File: config.mk
export PLATFORM = sky130hd
export DESIGN_NAME = upmux_nto1_arb
export DESIGN_NICKNAME = d
export VERILOG_FILES = /design/src/rtl/upmux_nto1_arb.sv
export SDC_FILE = /design/constraint.sdc
export NUM_CORES = 1
export LEC_CHECK = 0
export BUFFER_PORTS_ARGS = -buffer_cell sky130_fd_sc_hd__buf_2
export CAP_MARGIN = 20
export CELL_PAD_IN_SITES_DETAIL_PLACEMENT = 1
export CELL_PAD_IN_SITES_GLOBAL_PLACEMENT = 1
export CORE_MARGIN = 2
export CORE_UTILIZATION = 37
export DETAILED_ROUTE_END_ITERATION = 8
export GPL_TIMING_DRIVEN = 1
export PLACE_DENSITY_LB_ADDON = 0.12
export SLEW_MARGIN = 20
export SYNTH_ARGS = -nofsm -noshare
export SYNTH_HDL_FRONTEND = slang
export SYNTH_SLANG_ARGS = --single-unit
export TNS_END_PERCENT = 100
File: constraint.sdc
create_clock -name clk -period 10.1 [get_ports clk]
set_clock_uncertainty 0.05 [all_clocks]
set_input_delay 2.525 -clock clk [delete_from_list [all_inputs] [get_ports clk]]
set_output_delay 2.525 -clock clk [all_outputs]
set_load 0.02 [all_outputs]
File: src/rtl/upmux_nto1_arb.sv
// upmux_nto1_arb: merges N client flit channels into one hub input port.
// Each accepted flit records its source channel in an in-order queue. Every
// hub credit pulse pops that queue and returns a one-cycle credit to the
// client that sent the oldest outstanding flit.
// Build option: define UPMUX_RR_EN for round-robin arbitration; leave it
// undefined for fixed priority (lowest requesting index wins).
module upmux_nto1_arb #(
  parameter int N     = 4,
  parameter int DW    = 20,
  parameter int DEPTH = 8
) (
  input  logic            clk,
  input  logic            rst,
  input  logic [N*DW-1:0] c_data,
  input  logic [N-1:0]    c_vld,
  output logic [N-1:0]    c_gnt,
  output logic [N-1:0]    c_cred,
  output logic [DW-1:0]   hub_in_data,
  output logic            hub_in_valid,
  input  logic            hub_co,
  output logic            cred_err
);

  localparam int IW = (N > 1) ? $clog2(N) : 1;
  localparam int PW = (DEPTH > 1) ? $clog2(DEPTH) : 1;
  localparam int CW = $clog2(DEPTH + 1);
  localparam logic [CW-1:0] DEPTH_C = CW'(DEPTH);

  // Source queue and its bookkeeping
  logic [IW-1:0] srcq_q [DEPTH];
  logic [IW-1:0] srcq_d [DEPTH];
  logic [PW-1:0] head_q, head_d;
  logic [PW-1:0] tail_q, tail_d;
  logic [CW-1:0] pend_q, pend_d;

  // Output registers
  logic [DW-1:0] hub_data_q, hub_data_d;
  logic          hub_valid_q, hub_valid_d;
  logic [N-1:0]  cred_q, cred_d;
  logic          err_q, err_d;

`ifdef UPMUX_RR_EN
  // Last granted index; search starts one past it
  logic [IW-1:0] rr_ptr_q, rr_ptr_d;
`endif

  // Combinational arbitration signals
  logic          full_s;
  logic          empty_s;
  logic          pop_s;
  logic          underflow_s;
  logic          accept_s;
  logic          win_found_s;
  logic [IW-1:0] win_idx_s;
  logic [IW-1:0] cand_s;
  logic [N-1:0]  gnt_s;

  // Occupancy decode and pop/underflow qualification on pre-edge state
  always_comb begin
    full_s      = (pend_q == DEPTH_C);
    empty_s     = (pend_q == {CW{1'b0}});
    pop_s       = hub_co && !empty_s;
    underflow_s = hub_co && empty_s;
  end

  // Arbiter: scan requesters in priority order and take the first one found
  always_comb begin
    win_found_s = 1'b0;
    win_idx_s   = {IW{1'b0}};
    cand_s      = {IW{1'b0}};
    for (int k = 0; k < N; k++) begin
`ifdef UPMUX_RR_EN
      cand_s = IW'((int'(rr_ptr_q) + 1 + k) % N);
`else
      cand_s = IW'(k);
`endif
      if (!win_found_s && c_vld[cand_s]) begin
        win_found_s = 1'b1;
        win_idx_s   = cand_s;
      end else begin
        win_found_s = win_found_s;
      end
    end
  end

  // Grant: suppressed in reset and while the source queue is full (no hub_co bypass)
  always_comb begin
    gnt_s    = {N{1'b0}};
    accept_s = 1'b0;
    if (!rst && !full_s && win_found_s) begin
      gnt_s[win_idx_s] = 1'b1;
      accept_s         = 1'b1;
    end else begin
      gnt_s    = {N{1'b0}};
      accept_s = 1'b0;
    end
  end

  assign c_gnt = gnt_s;

  // Next state: accept pushes the source, hub credit pops it, strobes default low
  always_comb begin
    srcq_d      = srcq_q;
    head_d      = head_q;
    tail_d      = tail_q;
    hub_data_d  = hub_data_q;
    hub_valid_d = 1'b0;
    cred_d      = {N{1'b0}};
    err_d       = err_q;
`ifdef UPMUX_RR_EN
    rr_ptr_d    = rr_ptr_q;
`endif

    if (accept_s) begin
      hub_data_d     = c_data[int'(win_idx_s)*DW +: DW];
      hub_valid_d    = 1'b1;
      srcq_d[tail_q] = win_idx_s;
      tail_d         = tail_q + PW'(1);
`ifdef UPMUX_RR_EN
      rr_ptr_d       = win_idx_s;
`endif
    end else begin
      hub_valid_d = 1'b0;
    end

    if (pop_s) begin
      cred_d[srcq_q[head_q]] = 1'b1;
      head_d                 = head_q + PW'(1);
    end else begin
      head_d = head_q;
    end

    if (underflow_s) begin
      err_d = 1'b1;
    end else begin
      err_d = err_q;
    end

    case ({accept_s, pop_s})
      2'b10:   pend_d = pend_q + CW'(1);
      2'b01:   pend_d = pend_q - CW'(1);
      default: pend_d = pend_q;
    endcase
  end

  // State registers with synchronous reset; reset discards queued sources
  always_ff @(posedge clk) begin
    if (rst) begin
      for (int i = 0; i < DEPTH; i++) begin
        srcq_q[i] <= {IW{1'b0}};
      end
      head_q      <= {PW{1'b0}};
      tail_q      <= {PW{1'b0}};
      pend_q      <= {CW{1'b0}};
      hub_data_q  <= {DW{1'b0}};
      hub_valid_q <= 1'b0;
      cred_q      <= {N{1'b0}};
      err_q       <= 1'b0;
`ifdef UPMUX_RR_EN
      rr_ptr_q    <= IW'(N - 1);
`endif
    end else begin
      srcq_q      <= srcq_d;
      head_q      <= head_d;
      tail_q      <= tail_d;
      pend_q      <= pend_d;
      hub_data_q  <= hub_data_d;
      hub_valid_q <= hub_valid_d;
      cred_q      <= cred_d;
      err_q       <= err_d;
`ifdef UPMUX_RR_EN
      rr_ptr_q    <= rr_ptr_d;
`endif
    end
  end

  assign hub_in_data  = hub_data_q;
  assign hub_in_valid = hub_valid_q;
  assign c_cred       = cred_q;
  assign cred_err     = err_q;

endmodule

# [Yosys cells after proc, flatten, opt, wreduce, memory -nomap -nowiden]
# Index checks and enable logic that the tools add are counted.
# Widths: inputs -> output; s select.
[totals] output_inout_bits=30 in_bits=87 reg_bits=52 wordCells=74
[classes] n_eq_ne=3 n_reduce_logical=19 n_addsub=4 mul=1 shifts=1 bitwise_logic=3 magnitude_cmp=7 mux=21
[op_table] cell="$shiftx 80x8->20" n=1
[op_table] cell="$bwmux 16" n=1
[op_table] cell="$logic_and 1x1->1" n=10
[op_table] cell="$mux 2" n=5
[op_table] cell="$mux 1" n=9
[op_table] cell="$ge 4x4->1 const B" n=2
[op_table] cell="$not 3->4" n=2
[op_table] cell="$pmux 4 s2" n=1
[op_table] cell="$add 3x1->3 const B" n=2
[op_table] cell="$bmux 2 s3" n=1
[op_table] cell="$demux 2 s3" n=1
[op_table] cell="$logic_not 1->1" n=6
[op_table] cell="$lt 2x3->1 const B" n=2
[op_table] cell="$mul 2x3->5 const B" n=1
[op_table] cell="$add 4x1->4 const B" n=1
[op_table] cell="$demux 1 s2" n=2
[op_table] cell="$eq 4x4->1 const B" n=1
[op_table] cell="$ge 2x1->1 const B" n=2
[op_table] cell="$logic_not 4->1" n=1
[op_table] cell="$lt 4x1->1 const B" n=1
[op_table] cell="$mux 4" n=1
[op_table] cell="$sub 4x1->4 const B" n=1
[op_table] cell="$eq 2x1->1 const B" n=1
[op_table] cell="$eq 2x2->1 const B" n=1
[op_table] cell="other kinds (3)" n=3

# [Logic depth before layout (Yosys ltp)]
# Gate-level depths: netlist of the first run.
[logic_depth] depth_word=15 mapped_depth=12 depth_no_buf=10

# [Least setup slack after synthesis of the first run]
# Ideal clock, no wire load.
[synth_timing] kind="input to output" start="input port rst" end="output port c_gnt[1]" arrival_time_ns=3.699 required_ns=7.525 slack_ns=3.826 cell_stages=4 n_path_buf=2 cell_sequence="buf_2 -> buf_1 -> or2_2 -> nor3_1"
[synth_between] elab_chain_len=4
[synth_rtl] element="from (decl)" line_no="13" rtl="input logic rst,"
[synth_rtl] element="$logic_not 1->1" line_no="90" rtl="if (!rst && !full_s && win_found_s) begin"
[synth_rtl] element="$logic_and 1x1->1 (2 in series)" line_no="90"
[synth_rtl] element="$mux 4" line_no="90"
[synth_rtl] element="to (decl)" line_no="16" rtl="output logic [N-1:0] c_gnt,"
# Every way passes these cells.

# [Worst setup path after layout of the first run]
[layout_timing] start="input port c_vld[0]" end="output port c_gnt[3]"
[layout_between] elab_chain_len=15 elab_cells_between_ends=20 cone_classes="order compare (2); mux (10); reduce/logical (8)"
[layout_rtl] element="from (decl)" line_no="15" rtl="input logic [N-1:0] c_vld,"
[layout_rtl] element="$mux 1 (*)" line_no="77" rtl="if (!win_found_s && c_vld[cand_s]) begin"
[layout_rtl] element="$logic_not 1->1" line_no="77"
[layout_rtl] element="$logic_and 1x1->1" line_no="77"
[layout_rtl] element="$mux 1" line_no="77"
[layout_rtl] element="$logic_not 1->1" line_no="77"
[layout_rtl] element="$logic_and 1x1->1" line_no="77"
[layout_rtl] element="$mux 1" line_no="77"
[layout_rtl] element="$logic_not 1->1" line_no="77"
[layout_rtl] element="$logic_and 1x1->1" line_no="77"
[layout_rtl] element="$mux 2" line_no="77"
[layout_rtl] element="$lt 2x3->1 (implied by the code) or $ge 2x1->1 (tied branches)" line_no="91" rtl="gnt_s[win_idx_s] = 1'b1;"
[layout_rtl] element="$logic_and 1x1->1 (implied by the code)" line_no="91"
[layout_rtl] element="$mux 1 (implied by the code)" line_no="91"
[layout_rtl] element="$demux 1 s2" line_no="91"
[layout_rtl] element="$mux 4 (*)" line_no="90"
# Every way passes the cells marked *; elsewhere a longest branch is shown, timed or not.

==> flow_metrics.tcl, run 1 <==
set metrics [dict create \
    status "completed" \
    synth_cell_type_count 37 \
    wl_per_cell_um 17.5 \
    cp_num_buf_inv 3 \
    synthTopCellsByArea "dfxtp_1 (37%), nor3_1 (7.3%), o32ai_1 (6.5%)" \
    clock-root-buffer "clkbuf_8" \
    hold_viol_final 0 \
    place_area_um2 3420 \
    worst_pin_slew_ns 0.799 \
    die_y_um 91.2 \
    hp-class "flip-flop to flip-flop" \
    cts_hold_buf 0 \
    met3_usage_pct 4.81 \
    num_rows 31 \
    clock-sinks 52 \
    grt_util_met1_pct 27.8 \
    setup_viol 0 \
    grt_overflow 0 \
    cts.path.max_buffers 2 \
    start_kind "input port" \
    p_per_area_nw_per_um2 200 \
    syn_inst 310 \
    die_area_um2 8320 \
    grt_use_total_pct 21.8 \
    ys_ff_latch 52 \
    clk_latency_ns 0.31 \
    slowest_delay_ns 0.42 \
    crit_type "input port to output pin" \
    post-route-period-util_pct 62.3 \
    die_w_um 91.2 \
    postCtsSetupBuffers 0 \
    gp_congestion 0.764 \
    fmax_mhz 159 \
    grt_pass1_vias 2947 \
    post-route-min-period_ns 6.30 \
    final_cell_area_um2 3550 \
    slowest_stage "or3_1" \
    drt_iter0_drc 51 \
    clkTransAtPathRegs_ns 0.10 \
    routed-via-count 2776 \
    worstPathArrival_ns 3.72 \
    grt_pass1_wl_um 14800 \
    setup.worst_path.end_class "output pin" \
    first_pass_iters 5 \
    htreeDepth 2 \
    crit_required_ns 7.53 \
    p_leak_uw 0.00144 \
    drt_wl_total_um 8930 \
    post-dp-hpwl_um 6500 \
    grt_max_degree 62 \
    synth_edf_count 0 \
    synth_top_area_share_pct 37.0 \
    drive_above_1_share_pct 36.3 \
    core_area_um2 7290 \
    fin_tns_setup_ns 0 \
    syn-cell-area_um2 2810 \
    fin_nets 501 \
    grt_use_met2_pct 37.5 \
    crit_top_cell "buf_2" \
    antenna_cells 0 \
    max_slew_margin_pct 46.5 \
    initial_core_util_pct 38.6 \
    ant_nets 0 \
    maxSlewViolCount 0 \
    finalCoreUtilization_pct 48.7 \
    grt.busiest_layer "met2" \
    areaGrowthSynthToFinish_pct 26.3 \
    rsz0062_at_grt "false" \
    cts_inserted_buffers 5 \
    syn_nets 402 \
    portBuffers 116 \
    postCtsResizedCells 0 \
    io_pins 117 \
    maxCapViolations 0 \
    drc 0 \
    postSynth.asyncResetShare_pct 0 \
    antenna_found_initial 0 \
    critPathMaxFanout 26 \
    viasPerCell 5.45 \
    cp_cell_sequence "buf_2 -> or3_1 -> buf_4 -> nor2_1 -> buf_2" \
    irDropWorstVdd_mv 0.152 \
    synth_warnings 0 \
    synth_seq_area_share_pct 37.0 \
    syn_avg_cell_area_um2 9.07 \
    synth_flop_cell "dfxtp_1" \
    cts_tree "yes" \
    cp_top_family "buffers and inverters" \
    yosysTopAreaCell "dfxtp_1" \
]
==> worst paths after layout <==
kind / cells after the start / slack, ns / start / to
worst max register to register: 9 / 7.15 / pend_q[0]$_SDFFE_PP0P_ / pend_q[2]$_SDFFE_PP0P_
worst min register to register: 2 / 0.42 / cred_err$_SDFFE_PP0P_ / cred_err$_SDFFE_PP0P_
worst min-delay path: 2 / 0.42 / cred_err$_SDFFE_PP0P_ / cred_err$_SDFFE_PP0P_
worst max-delay path: 5 / 3.80 / c_vld[0] / c_gnt[3]
==> per-layer routing <==
metal  wire [um]  share of wire (%)
met2        4240                 48
met1        4050                 45
met5           0                  0
met3         541                6.1
met4          97                1.1
==> cells in the final DEF (no fill, tap or decap), types with 2 or more instances in the layout <==
cell,Yosys,final
a21oi_1,5,5
buf_2,7,116
buf_4,0,6
clkbuf_8,0,7
dfxtp_1,52,52
ha_1,5,5
inv_1,4,4
mux2i_1,18,18
mux4_2,4,4
nand2_1,9,9
nand2b_1,25,25
nand3b_1,3,3
nor2_1,28,28
nor2b_1,4,4
nor3_1,41,41
nor4_1,5,5
nor4_2,4,4
o21ai_0,2,2
o221ai_1,20,20
o22ai_1,4,4
o32ai_1,21,21
or2_2,2,2
or3_1,6,6
or3b_2,3,3
xnor2_1,2,2
xor2_1,4,4
==> flip-flops by register name, indices dropped and copies added, names as in the netlist <==
| signal | cells |
|---|---|
| tail_q | 3 |
| srcq_q | 16 |
| head_q | 3 |
| cred_err | 1 |
| hub_in_valid | 1 |
| c_cred | 4 |
| pend_q | 4 |
| hub_in_data | 20 |
==> metrics by stage <==
step	total power [uW]	cells	hold slack (ns)	setup WS [ns]
3_3_place_gp	550	501	0.407	3.85
5_1_grt	760	509	0.475	3.73
4_1_cts	719	509	0.426	3.81
2_1_floorplan	479	310	0.405	3.83
3_5_place_dp	560	501	0.400	3.82
6_report	711	509	0.417	3.80
==> tightest hold or removal path, cell delays in order, from the launching register on <==
cell and delay, ns:
dfxtp_1 0.33, a21oi_1 0.04, nor2_1 0.06
==> cell type report <==
type | count | area (um2)
fillers | 916 | 3740
multi-input cells | 224 | 1620
flip-flops and latches | 52 | 1040
repair buffers | 122 | 626
well taps | 99 | 124
clock buffers | 7 | 96.3
clock inverters | 1 | 30.0
inverters | 4 | 15.0
==> synth_stat cells, types with 3 or more instances <==
cell,count
a21oi_1,5
buf_2,7
clkbuf_1,18
dfxtp_1,52
ha_1,5
inv_1,4
mux2i_1,18
mux4_2,4
nand2_1,9
nand2b_1,25
nand3b_1,3
nor2_1,28
nor2b_1,4
nor3_1,41
nor4_1,5
nor4_2,4
o221ai_1,20
o22ai_1,4
o32ai_1,21
or3_1,6
or3b_2,3
xor2_1,4
==> power by group <==
group          internal, uW  total, uW  switching (uW)
registers               245        287            42.7
clock network          87.5        158            70.3
logic                   117        266             149
==> cell families (layout without fill, tap and decap cells) <==
kind of cell / after synthesis / after routing / synth area share [%]
multiplexers: 23 / 23 / 10.0
adder cells (fa/ha/maj): 5 / 5 / 2.22
AO/OA/AOI/OAI: 56 / 56 / 16.0
XOR/XNOR: 6 / 6 / 1.87
buffers and inverters: 34 / 134 / 5.43
AND/OR/NAND/NOR: 134 / 134 / 27.4
flip-flops: 52 / 52 / 37.0
Note: power is estimated with default switching activity, not from simulation.
==> inputs of run 2 (changes only) <==
--- a/config.mk
+++ b/config.mk
@@ -10,7 +10,7 @@
 export CELL_PAD_IN_SITES_DETAIL_PLACEMENT = 1
 export CELL_PAD_IN_SITES_GLOBAL_PLACEMENT = 1
 export CORE_MARGIN = 2
-export CORE_UTILIZATION = 37
+export CORE_UTILIZATION = 31
 export DETAILED_ROUTE_END_ITERATION = 8
 export GPL_TIMING_DRIVEN = 1
 export PLACE_DENSITY_LB_ADDON = 0.12
==> constraint.sdc (replaced) <==
create_clock -name clk -period 5.7 [get_ports clk]
set_clock_uncertainty 0.05 [all_clocks]
set_input_delay 1.425 -clock clk [delete_from_list [all_inputs] [get_ports clk]]
set_output_delay 1.425 -clock clk [all_outputs]
set_load 0.02 [all_outputs]
==> flow_metrics.tcl, run 2 (synthesis results as in run 1) <==
set metrics [dict create \
    status "completed" \
    largest_reg_flops 20 \
    maxSlewViolCount 0 \
    die_area_um2 9850 \
    setup.worst_path.end_class "output pin" \
    fmax_mhz 251 \
    drc 0 \
    postCtsResizedCells 0 \
    grt_overflow 0 \
    cts_tree "yes" \
    die_y_um 99.3 \
    io_pins 117 \
    cts_inserted_buffers 5 \
    dpl.cell_count 511 \
    post-route-min-period_ns 3.99 \
    clock-sinks 52 \
    num_rows 34 \
    core_area_um2 8760 \
    fin_nets 502 \
    worstRegToRegCells 9 \
    p_leak_uw 0.00143 \
    gp_congestion 0.764 \
    areaGrowthSynthToFinish_pct 25.5 \
    wl_met3_um 579 \
    drt_wl_total_um 9210 \
    maxCapViolations 0 \
    setup_viol 0 \
    slowest_stage "or3_1" \
    crit_top_cell "buf_2" \
    grt_use_total_pct 18.9 \
    postCtsSetupBuffers 0 \
    crit_required_ns 4.22 \
    wl_per_cell_um 17.7 \
    irDropWorstVdd_mv 0.214 \
    initial_core_util_pct 32.1 \
    grt_pass1_vias 2953 \
    clkTransAtPathRegs_ns 0.10 \
    top_layer_used "met4" \
    cp_cell_sequence "buf_2 -> nand2b_1 -> or3_1 -> buf_4 -> nor2_1 -> buf_2" \
    wl_met2_um 4480 \
    post-dp-hpwl_um 6630 \
    rsz0062_at_grt "false" \
    start_kind "input port" \
    cts_hold_buf 0 \
    cts.path.max_buffers 2 \
    grt_pass1_wl_um 14900 \
    final_common_cell "buf_2" \
    ant_nets 0 \
    first_pass_iters 4 \
    place_area_um2 3440 \
    worstPathArrival_ns 2.51 \
    final_cells 519 \
    htreeDepth 2 \
    wl_met1_um 4060 \
    drive_above_1_share_pct 36.0 \
    antenna_found_initial 0 \
    routed-via-count 2781 \
    p_per_area_nw_per_um2 338 \
    max_slew_margin_pct 46.4 \
    hold_viol_final 0 \
    hp-class "flip-flop to flip-flop" \
    portBuffers 116 \
    total_power_uw 1190 \
    antenna_cells 0 \
    final_cell_area_um2 3530 \
    hold_depth 2 \
    crit_type "input port to output pin" \
    die_w_um 99.3 \
    post-route-period-util_pct 69.9 \
    drt_iter0_drc 112 \
    slowest_delay_ns 0.31 \
    critPathMaxFanout 21 \
    fin_tns_setup_ns 0 \
    viasPerCell 5.36 \
    grt_max_degree 61 \
    final_cell_mix "buf_2 (116), dfxtp_1 (52), nor3_1 (41), nor2_1 (28), nand2b_1 (25)" \
    clk_latency_ns 0.31 \
    clock-root-buffer "clkbuf_8" \
    worst_pin_slew_ns 0.801 \
    finalCoreUtilization_pct 40.3 \
]
==> run 2: cell count changes in the layout (fill, tap and decap cells not counted), sizes merged <==
cell	before	now
buf	122	123
clkinv	0	1
bufinv	1	0
==> run 2: worst paths after layout <==
path | startpoint | end | slack, ns
max | c_vld[2] | c_gnt[3] | 1.71
min | cred_err$_SDFFE_PP0P_ | cred_err$_SDFFE_PP0P_ | 0.43
min reg2reg | cred_err$_SDFFE_PP0P_ | cred_err$_SDFFE_PP0P_ | 0.43
max reg2reg | pend_q[0]$_SDFFE_PP0P_ | pend_q[2]$_SDFFE_PP0P_ | 2.80
==> run 2: cell type report <==
class	instances	area [um2]
Multi-Input combinational cell	224	1620
Fill cell	1055	5230
Clock buffer	7	76.3
Sequential cell	52	1040
Tap cell	108	135
Inverter	4	15.0
Clock inverter	1	8.76
Timing Repair Buffer	123	633
==> run 2: stage by stage <==
| step | hold slack, ns | setup slack, ns |
|---|---|---|
| final | 0.429 | 1.71 |
| after global routing | 0.469 | 1.64 |
| after CTS | 0.436 | 1.70 |
| after detailed placement | 0.409 | 1.70 |
| after global placement | 0.405 | 1.70 |
| after floorplan | 0.405 | 1.63 |
==> run 2: routing by layer <==
| layer | GRT usage [%] | up-vias |
|---|---|---|
| met2 | 34.3 | 81 |
| met3 | 3.02 | 6 |
| met4 | 5.06 | 0 |
| met1 | 23.2 | 1336 |
| met5 | 0 | - |
| li1 | - | 1358 |
==> run 2: power by group <==
| part | switching (uW) | leakage, uW | internal, uW |
|---|---|---|---|
| sequential | 78.3 | 0.000428 | 434 |
| clock | 124 | 0.0000424 | 88.1 |
| combinational | 262 | 0.000955 | 208 |
| total | 465 | 0.00143 | 729 |
==> run 2: worst max-delay path, delay by kind of cell <==
family                 cells  cell delay, ns
AND/OR/NAND/NOR            3            0.57
buffers and inverters      3            0.51
==> inputs of run 3 (changes only) <==
--- a/config.mk
+++ b/config.mk
@@ -10,7 +10,7 @@
 export CELL_PAD_IN_SITES_DETAIL_PLACEMENT = 1
 export CELL_PAD_IN_SITES_GLOBAL_PLACEMENT = 1
 export CORE_MARGIN = 2
-export CORE_UTILIZATION = 31
+export CORE_UTILIZATION = 35
 export DETAILED_ROUTE_END_ITERATION = 8
 export GPL_TIMING_DRIVEN = 1
 export PLACE_DENSITY_LB_ADDON = 0.12
==> constraint.sdc (replaced) <==
create_clock -name clk -period 4.14 [get_ports clk]
set_clock_uncertainty 0.05 [all_clocks]
set_input_delay 1.035 -clock clk [delete_from_list [all_inputs] [get_ports clk]]
set_output_delay 1.035 -clock clk [all_outputs]
set_load 0.02 [all_outputs]
==> flow_metrics.tcl, run 3 (synthesis results as in run 1) <==
set metrics [dict create \
    internal_power_uw 1020 \
    hold_depth 2 \
    hold_viol_final 0 \
    drt_wl_total_um 8780 \
    viasPerCell 5.32 \
    maxCapViolations 0 \
    areaGrowthSynthToFinish_pct 26.3 \
    cts_inserted_buffers 5 \
    drt_iter0_drc 69 \
    antenna_found_initial 0 \
    setup_viol 0 \
    num_rows 32 \
    gp_congestion 0.753 \
    p_per_area_nw_per_um2 467 \
    final_common_cell "buf_2" \
    clock-root-buffer "clkbuf_8" \
    routed-via-count 2747 \
    cts.path.max_buffers 2 \
    clock-sinks 52 \
    fin_tns_setup_ns 0 \
    grt_overflow 0 \
    fmax_mhz 312 \
    drive_above_1_share_pct 36.5 \
    crit_required_ns 3.05 \
    hp-start "cred_err$_SDFFE_PP0P_" \
    die_w_um 93.6 \
    p_switching_uw 638 \
    post-dp-hpwl_um 6730 \
    grt_pass1_wl_um 14000 \
    core_area_um2 7770 \
    cts_tree "yes" \
    fin_nets 505 \
    wl_per_cell_um 17.0 \
    irDropWorstVdd_mv 0.276 \
    max_slew_margin_pct 47.8 \
    r2r-end "pend_q[2]$_SDFFE_PP0P_" \
    post-route-min-period_ns 3.21 \
    crit_type "input port to output pin" \
    io_pins 117 \
    ant_nets 0 \
    htreeDepth 2 \
    post-route-period-util_pct 77.5 \
    p_leak_uw 0.00144 \
    place_area_um2 3460 \
    reg2reg_from "pend_q[0]$_SDFFE_PP0P_" \
    whs_endpoint "cred_err$_SDFFE_PP0P_" \
    worst_pin_slew_ns 0.779 \
    portBuffers 116 \
    maxSlewViolCount 0 \
    grt_use_total_pct 19.9 \
    first_pass_iters 4 \
    worstRegToRegCells 9 \
    cts_hold_buf 0 \
    grt_max_degree 46 \
    clk_latency_ns 0.30 \
    final_cell_area_um2 3550 \
    sw_frac_of_total_pct 38.5 \
    initial_core_util_pct 36.2 \
    clkTransAtPathRegs_ns 0.10 \
    hp-class "flip-flop to flip-flop" \
    power_frac_clock_pct 18.7 \
    critPathMaxFanout 21 \
    worstPathArrival_ns 2.12 \
    start_kind "input port" \
    postCtsResizedCells 0 \
    die_area_um2 8770 \
    setup.worst_path.end_class "output pin" \
    drc 0 \
    grt_pass1_vias 2808 \
    rsz0062_at_grt "false" \
    die_y_um 93.6 \
    p_comb_share_pct 38.9 \
    largest_reg_flops 20 \
    status "completed" \
    postCtsSetupBuffers 0 \
    seq_power_share_pct 42.3 \
    r2r_slack_ns 1.25 \
    final_cell_mix "buf_2 (116), dfxtp_1 (52), nor3_1 (41), nor2_1 (28), nand2b_1 (25)" \
    antenna_cells 0 \
]
-- run 3: changes by cell type in the layout (fill, tap and decap cells not counted) --
cell        change
o21a_2          -1
clkinv_4        -1
clkbuf_1        -1
o21a_1          +1
clkinvlp_4      +1
clkbuf_8        +1
buf_4           +3
-- run 3: layout make-up --
type	instances	area, um2
fillers	956	4220
multi-input cells	224	1620
flip-flops and latches	52	1040
repair buffers	126	656
well taps	102	128
clock buffers	7	86.3
inverters	4	15.0
clock inverters	1	7.51
-- run 3: worst max-delay path: stages --
cell	delay, ns
buf_2	0.13
nand2b_1	0.16
or3_1	0.30
buf_4	0.21
nor2_1	0.10
buf_2	0.17
-- run 3: worst max path at each step --
stage / from / endpoint / slack [ns]
after floorplan: c_vld[0] / pend_q[3]$_SDFFE_PP0P_ / 0.67
after detailed placement: c_vld[0] / pend_q[2]$_SDFFE_PP0P_ / 0.87
after global routing: c_vld[2] / c_gnt[3] / 0.80
after CTS: c_vld[2] / c_gnt[3] / 0.92
after global placement: c_vld[0] / pend_q[3]$_SDFFE_PP0P_ / 0.92
final: c_vld[2] / c_gnt[3] / 0.93
-- run 3: stage by stage --
stage	hold WS, ns	utilization [%]	worst slack [ns]	power, uW	cells
5_1_grt	0.461	45.7	0.796	1770	516
3_3_place_gp	0.397	44.5	0.918	1350	508
4_1_cts	0.435	45.7	0.920	1680	516
6_report	0.426	45.7	0.932	1660	516
2_1_floorplan	0.405	-	0.665	1170	310
3_5_place_dp	0.409	44.5	0.866	1370	508
-- run 3: power groups by stage --
stage	Sequential (uW)	Clock [uW]	Combinational (uW)
global placement	708	0	638
finish	702	311	646
floorplan	733	0	436
detailed placement	715	0	652
global route	722	334	714
CTS	703	319	655
-- run 3: layer usage --
| metal | track usage (%) | routed length, um | vias to the layer above |
|---|---|---|---|
| met5 | 0 | 0 | - |
| met4 | 3.99 | 57 | 0 |
| li1 | - | - | 1369 |
| met1 | 25.8 | 4040 | 1298 |
| met2 | 35.3 | 4200 | 75 |
| met3 | 2.66 | 484 | 5 |
